==> src/rtl/urna_multicandidato.sv <==
// Ballot-box controller: collects BCD key digits, counts confirmed votes per candidate/null/blank.
// Build option: define URNA_SAT_EN for saturating counters (default build wraps modulo 2^CNT_W).
module urna_multicandidato #(
  parameter int NUM_CAND    = 4,
  parameter int CODE_DIGITS = 4,
  parameter int CNT_W       = 8,
  parameter logic [NUM_CAND*CODE_DIGITS*4-1:0] CODES = {16'h3509, 16'h3502, 16'h3492, 16'h3474}
) (
  input  logic             clock,
  input  logic             reset,
  input  logic [3:0]       digit,
  input  logic             valid,
  input  logic             confirm,
  input  logic             cancel,
  input  logic             finish,
  input  logic             clear,
  input  logic [3:0]       sel,
  output logic [CNT_W-1:0] tally,
  output logic             tally_valid,
  output logic             vote_done,
  output logic             votestatus
);

  localparam int CODE_W = CODE_DIGITS * 4;
  localparam int NSLOT  = NUM_CAND + 2;
  localparam int NW     = $clog2(CODE_DIGITS + 1);
  localparam logic [NW-1:0] LAST_DIG  = NW'(CODE_DIGITS - 1);
  localparam logic [3:0]    SEL_NULL  = 4'(NUM_CAND);
  localparam logic [3:0]    SEL_BLANK = 4'(NUM_CAND + 1);

  typedef enum logic [1:0] {ENTER = 2'd0, WAIT_CONF = 2'd1, CLOSED = 2'd2} state_t;

  state_t            state_r;
  logic [NW-1:0]     ndig_r;
  logic              bad_r;
  logic [CODE_W-1:0] code_r;
  logic [CNT_W-1:0]  cnt_r [NSLOT];

  logic              hit_s;
  logic [3:0]        hit_idx_s;
  logic              cnt_en_s;
  logic [3:0]        cnt_idx_s;
  logic [CNT_W-1:0]  rd_s;

  function automatic logic [CNT_W-1:0] bump(input logic [CNT_W-1:0] v);
`ifdef URNA_SAT_EN
    bump = (&v) ? v : v + CNT_W'(1);
`else
    bump = v + CNT_W'(1);
`endif
  endfunction

  // Match the entered code against the candidate table; lowest index wins.
  always_comb begin
    hit_s     = 1'b0;
    hit_idx_s = SEL_NULL;
    for (int i = NUM_CAND - 1; i >= 0; i--) begin
      if (code_r == CODES[i*CODE_W +: CODE_W]) begin
        hit_s     = 1'b1;
        hit_idx_s = 4'(i);
      end else begin
        hit_s     = hit_s;
        hit_idx_s = hit_idx_s;
      end
    end
  end

  // Decide whether this edge counts a vote and which counter it lands in.
  always_comb begin
    cnt_en_s  = 1'b0;
    cnt_idx_s = SEL_NULL;
    if (!finish && !cancel && confirm) begin
      if (state_r == WAIT_CONF) begin
        cnt_en_s  = 1'b1;
        cnt_idx_s = (hit_s && !bad_r) ? hit_idx_s : SEL_NULL;
      end else if (state_r == ENTER && ndig_r == NW'(0) && !valid) begin
        cnt_en_s  = 1'b1;
        cnt_idx_s = SEL_BLANK;
      end else begin
        cnt_en_s  = 1'b0;
        cnt_idx_s = SEL_NULL;
      end
    end else begin
      cnt_en_s  = 1'b0;
      cnt_idx_s = SEL_NULL;
    end
  end

  // Readout mux; out-of-range selects read zero.
  always_comb begin
    rd_s = '0;
    for (int i = 0; i < NSLOT; i++) begin
      if (sel == 4'(i)) begin
        rd_s = cnt_r[i];
      end else begin
        rd_s = rd_s;
      end
    end
  end

  // Voting FSM, counters and registered outputs.
  always_ff @(posedge clock or posedge reset) begin
    if (reset) begin
      state_r     <= ENTER;
      ndig_r      <= '0;
      bad_r       <= 1'b0;
      code_r      <= '0;
      tally       <= '0;
      tally_valid <= 1'b0;
      vote_done   <= 1'b0;
      votestatus  <= 1'b0;
      for (int i = 0; i < NSLOT; i++) cnt_r[i] <= '0;
    end else begin
      vote_done <= 1'b0;
      if (finish) begin
        state_r     <= CLOSED;
        ndig_r      <= '0;
        bad_r       <= 1'b0;
        tally_valid <= 1'b1;
        tally       <= clear ? '0 : rd_s;
        for (int i = 0; i < NSLOT; i++) begin
          if (clear) cnt_r[i] <= '0;
          else       cnt_r[i] <= cnt_r[i];
        end
      end else begin
        case (state_r)
          CLOSED: begin
            state_r     <= ENTER;
            ndig_r      <= '0;
            bad_r       <= 1'b0;
            tally_valid <= 1'b0;
          end
          ENTER: begin
            if (cancel) begin
              ndig_r <= '0;
              bad_r  <= 1'b0;
            end else if (valid) begin
              code_r <= CODE_W'({code_r, digit});
              ndig_r <= ndig_r + NW'(1);
              bad_r  <= bad_r | (digit > 4'd9);
              if (ndig_r == LAST_DIG) state_r <= WAIT_CONF;
              else                    state_r <= ENTER;
            end else if (cnt_en_s) begin
              vote_done  <= 1'b1;
              votestatus <= 1'b0;
            end else begin
              state_r <= ENTER;
            end
          end
          WAIT_CONF: begin
            if (cancel) begin
              state_r <= ENTER;
              ndig_r  <= '0;
              bad_r   <= 1'b0;
            end else if (confirm) begin
              state_r    <= ENTER;
              ndig_r     <= '0;
              bad_r      <= 1'b0;
              vote_done  <= 1'b1;
              votestatus <= hit_s && !bad_r;
            end else begin
              state_r <= WAIT_CONF;
            end
          end
          default: begin
            state_r <= ENTER;
            ndig_r  <= '0;
            bad_r   <= 1'b0;
          end
        endcase
        for (int i = 0; i < NSLOT; i++) begin
          if (cnt_en_s && cnt_idx_s == 4'(i)) cnt_r[i] <= bump(cnt_r[i]);
          else                                cnt_r[i] <= cnt_r[i];
        end
      end
    end
  end

endmodule

==> config.mk <==
export PLATFORM = sky130hd
export DESIGN_NAME = urna_multicandidato
export DESIGN_NICKNAME = d
export VERILOG_FILES = /design/src/rtl/urna_multicandidato.sv
export SDC_FILE = /design/constraint.sdc
export NUM_CORES = 1
export LEC_CHECK = 0
export BUFFER_PORTS_ARGS = -buffer_cell sky130_fd_sc_hd__buf_2
export CORE_ASPECT_RATIO = 1.4
export CORE_MARGIN = 3
export CORE_UTILIZATION = 38
export DETAILED_ROUTE_END_ITERATION = 10
export PLACE_DENSITY = 0.63
export REMOVE_ABC_BUFFERS = 1
export SLEW_MARGIN = 20
export SYNTH_ARGS = -nofsm -noshare
export SYNTH_HDL_FRONTEND = slang
export SYNTH_SLANG_ARGS = --single-unit
==> constraint.sdc <==
create_clock -name clock -period 2.7 [get_ports clock]
set_input_delay 0.135 -clock clock [delete_from_list [all_inputs] [get_ports clock]]
set_output_delay 0.135 -clock clock [all_outputs]
set_load 0.02 [all_outputs]
==> reports/qor.yml <==
logic_synthesis:
  syn-cell-area_um2: 4370
  yosysTopAreaCell: "dfrtp_1"
  netlist_instances: 440
  synth_top_area_share: 0.464
  yosysSeqAreaShare: 0.464
  ys_types: 52
  syn_avg_cell_area_um2: 9.94
  yosys.cell_count.top_type: "dfrtp_1"
  async_reset_ff_frac: 1.00
  synth-edff-count: 0
  synth_commonest_cells: "81 x dfrtp_1, 50 x nor2_1, 39 x nand2_1, 37 x nand3_1, 21 x mux2_2"
  synth_seq_cells: 81
  ys.flop_type: "dfrtp_1"
  synthTopCellsByArea: "dfrtp_1 46%, mux2_2 5.4%, nor2_1 4.3%"
  synth_warnings: 0
drt:
  ant_nets: 0
  dr.pass1.iters: 5
  via_count: 3398
  route.top_layer_used: "met4"
  drt_iter0_markers: 196
  drt-total-wl_mm: 10.2
  wire_per_inst_um: 16.7
  drt-met1-wl_mm: 4.25
  dr_wl_met3_um: 372
  drc: 0
  detail_route.vias_per_cell: 5.54
  met2_length_mm: 5.35
power:
  clockPowerShare: 0.424
  sw_frac_of_total: 0.245
  p_total_mw: 2.88
  seqPwrFrac: 0.483
  pwr-share-comb: 0.093
  powerDensity_nw_per_um2: 580
  p_switching_uw: 705
  leakage_nw: 2.20
  internal_power_mw: 2.17
  vdd_ir_drop_max_mv: 0.414
critical_path:
  crit_type: "reg -> reg"
  crit_fanout: 12
  cp-start-kind: "register"
  cp.required_ps: 2910
  timing.reg2reg.setup_slack_ps: 220
  crit_arrival_ps: 2690
  cp-end-kind: "register"
place:
  post-place-ws_ps: 237
  routabilityCongestion: 0.890
  portBuffers: 25
  dp_hpwl_mm: 7.65
  place_inst: 596
clock_network:
  clockBufferDepth: 2
  post_cts_buffers: 0
  clk_latency_ps: 340
  root_buffer: "clkbuf_16"
  cts_max_level: 3
  cts_buffers: 9
  clk_pin_slew_ps: 60
  cts_tree: "built"
  clkSinkCount: 81
timing:
  fin_ws_ps: 224
  relSlewSlack: 0.500
  timing.final.crit_period_ps: 2480
  hold_violations: 0
  fin_tns_setup_ps: 0
  tightest_slew_ps: 751
  fin_crit_sh: 0.917
  rsz0062_at_grt: "no"
  fmax_mhz: 404
  finalSetupViolations: 0
  skew_ps: 9.84
  slew_viol_final: 0
layout:
  final_cell_count_no_fill: 613
  antenna_cells: 0
  fillers: 1102
  layout-drive-gt1-share: 0.182
  utilization: 0.450
  area_growth_pct: 13.5
  fin_nets: 491
global_route:
  antenna_found_initial: 0
  grt_pass1_wl_mm: 17.4
  grt_pass1_vias: 3381
  track_usage: 0.169
  grt_max_degree: 43
  overflow: 0
floorplan:
  initial_utilization: 0.396
  ioPinCount: 26
  die_area_um2: 12800
  die_h_um: 133
  num_rows: 45
  core_area_um2: 11000
  die_x_um: 96.7
min_path:
  hold_class: "in -> reg"
run_status:
  status: "completed"
run:
  drv_cap: 0
## registers in the layout (all words and copies together), names as in the netlist
| name | cells |
|---|---|
| code_r | 16 |
| state_r | 2 |
| bad_r | 1 |
| tally_valid | 1 |
| tally | 8 |
| ndig_r | 3 |
| votestatus | 1 |
| cnt_r | 48 |
| vote_done | 1 |
## per-layer routing
metal,vias to the layer above,global-route usage
met1,1670,0.202
li1,1640,-
met4,0,0.0718
met3,17,0.0374
met2,71,0.292
met5,-,0
## metrics by stage
| step | cell area, um2 | hold WS (ps) |
|---|---|---|
| floorplan | 4290 | 166 |
| global placement | 4650 | 297 |
| detailed placement | 4650 | 299 |
| CTS | 4960 | 22.5 |
| global route | 4960 | 33.7 |
| finish | 4960 | 31.7 |
## final cells by class
type | instances | area (um2) | share of cell area
Multi-Input combinational cell | 323 | 2200 | 0.443
Sequential cell | 81 | 2030 | 0.408
Clock buffer | 12 | 246 | 0.0497
Timing Repair Buffer | 34 | 195 | 0.0393
Tap cell | 141 | 176 | 0.0356
Inverter | 18 | 68.8 | 0.0139
Clock inverter | 4 | 51.3 | 0.0103
## layout by cell type (no fill, tap or decap), types with 3 or more instances in the layout
master	Yosys	final
xor2_1	10	10
o21ai_0	14	14
nor3_1	14	14
ha_1	9	9
inv_1	18	17
and2_1	3	3
o22ai_1	8	8
dfrtp_1	81	81
or3_1	4	4
buf_4	0	8
nand3_1	37	37
mux4_2	4	4
a222oi_1	4	4
xnor2_1	19	19
a21oi_1	8	8
clkbuf_16	0	9
a21o_1	8	8
nand4_1	7	7
a22oi_1	5	5
a221oi_1	4	4
buf_2	4	25
mux2i_1	3	3
a211o_1	3	3
nor2b_1	3	3
mux2_2	21	21
nor2_1	50	50
nand2_1	39	39
o211ai_1	6	6
and3_1	6	6
nor4_1	5	5
nand2b_1	3	3
## path summary, 6_finish.rpt
check                            startpoint           to  depth (start not counted)
max in group asynchronous             reset  tally_valid                          4
worst max-delay path              code_r[2]    cnt_r[38]                          6
worst min-delay path               digit[0]    code_r[0]                          2
worst min register to register  tally_valid  tally_valid                          1
min in group asynchronous             reset    cnt_r[28]                          3
worst max register to register    code_r[2]    cnt_r[38]                          6
## repair_timing
item                                   CTS  global route
hold buffers                             1             0
resized for setup                        0             0
endpoints found under the hold margin   40             0
## power by group through the flow
stage | combinational, mW | clock, mW | sequential (mW)
2_1_floorplan | 0.191 | 0 | 1.39
5_1_grt | 0.301 | 1.31 | 1.41
3_5_place_dp | 0.271 | 0 | 1.41
3_3_place_gp | 0.265 | 0 | 1.41
6_report | 0.268 | 1.22 | 1.39
4_1_cts | 0.273 | 1.25 | 1.39
## cell families (layout without fill, tap and decap cells)
| group | after synthesis | in the layout | share of synthesized area |
|---|---|---|---|
| DFF | 81 | 81 | 0.464 |
| AOI/OAI and AO/OA | 71 | 71 | 0.116 |
| xor gates and xnor gates | 29 | 29 | 0.0581 |
| buffers and inverters | 36 | 68 | 0.0338 |
| muxes | 29 | 29 | 0.0850 |
| and+or+nand+nor | 185 | 185 | 0.217 |
| adders and majority gates | 9 | 9 | 0.0258 |
## worst max-delay path, cell delays in order (launching register included)
cell and delay, ps:
dfrtp_1 400, nor3_1 380, nand4_1 290, a2111o_1 670, nor4_1 400, xnor2_1 160, nor2_1 50
No activity file was read; power rests on OpenSTA's default activity.
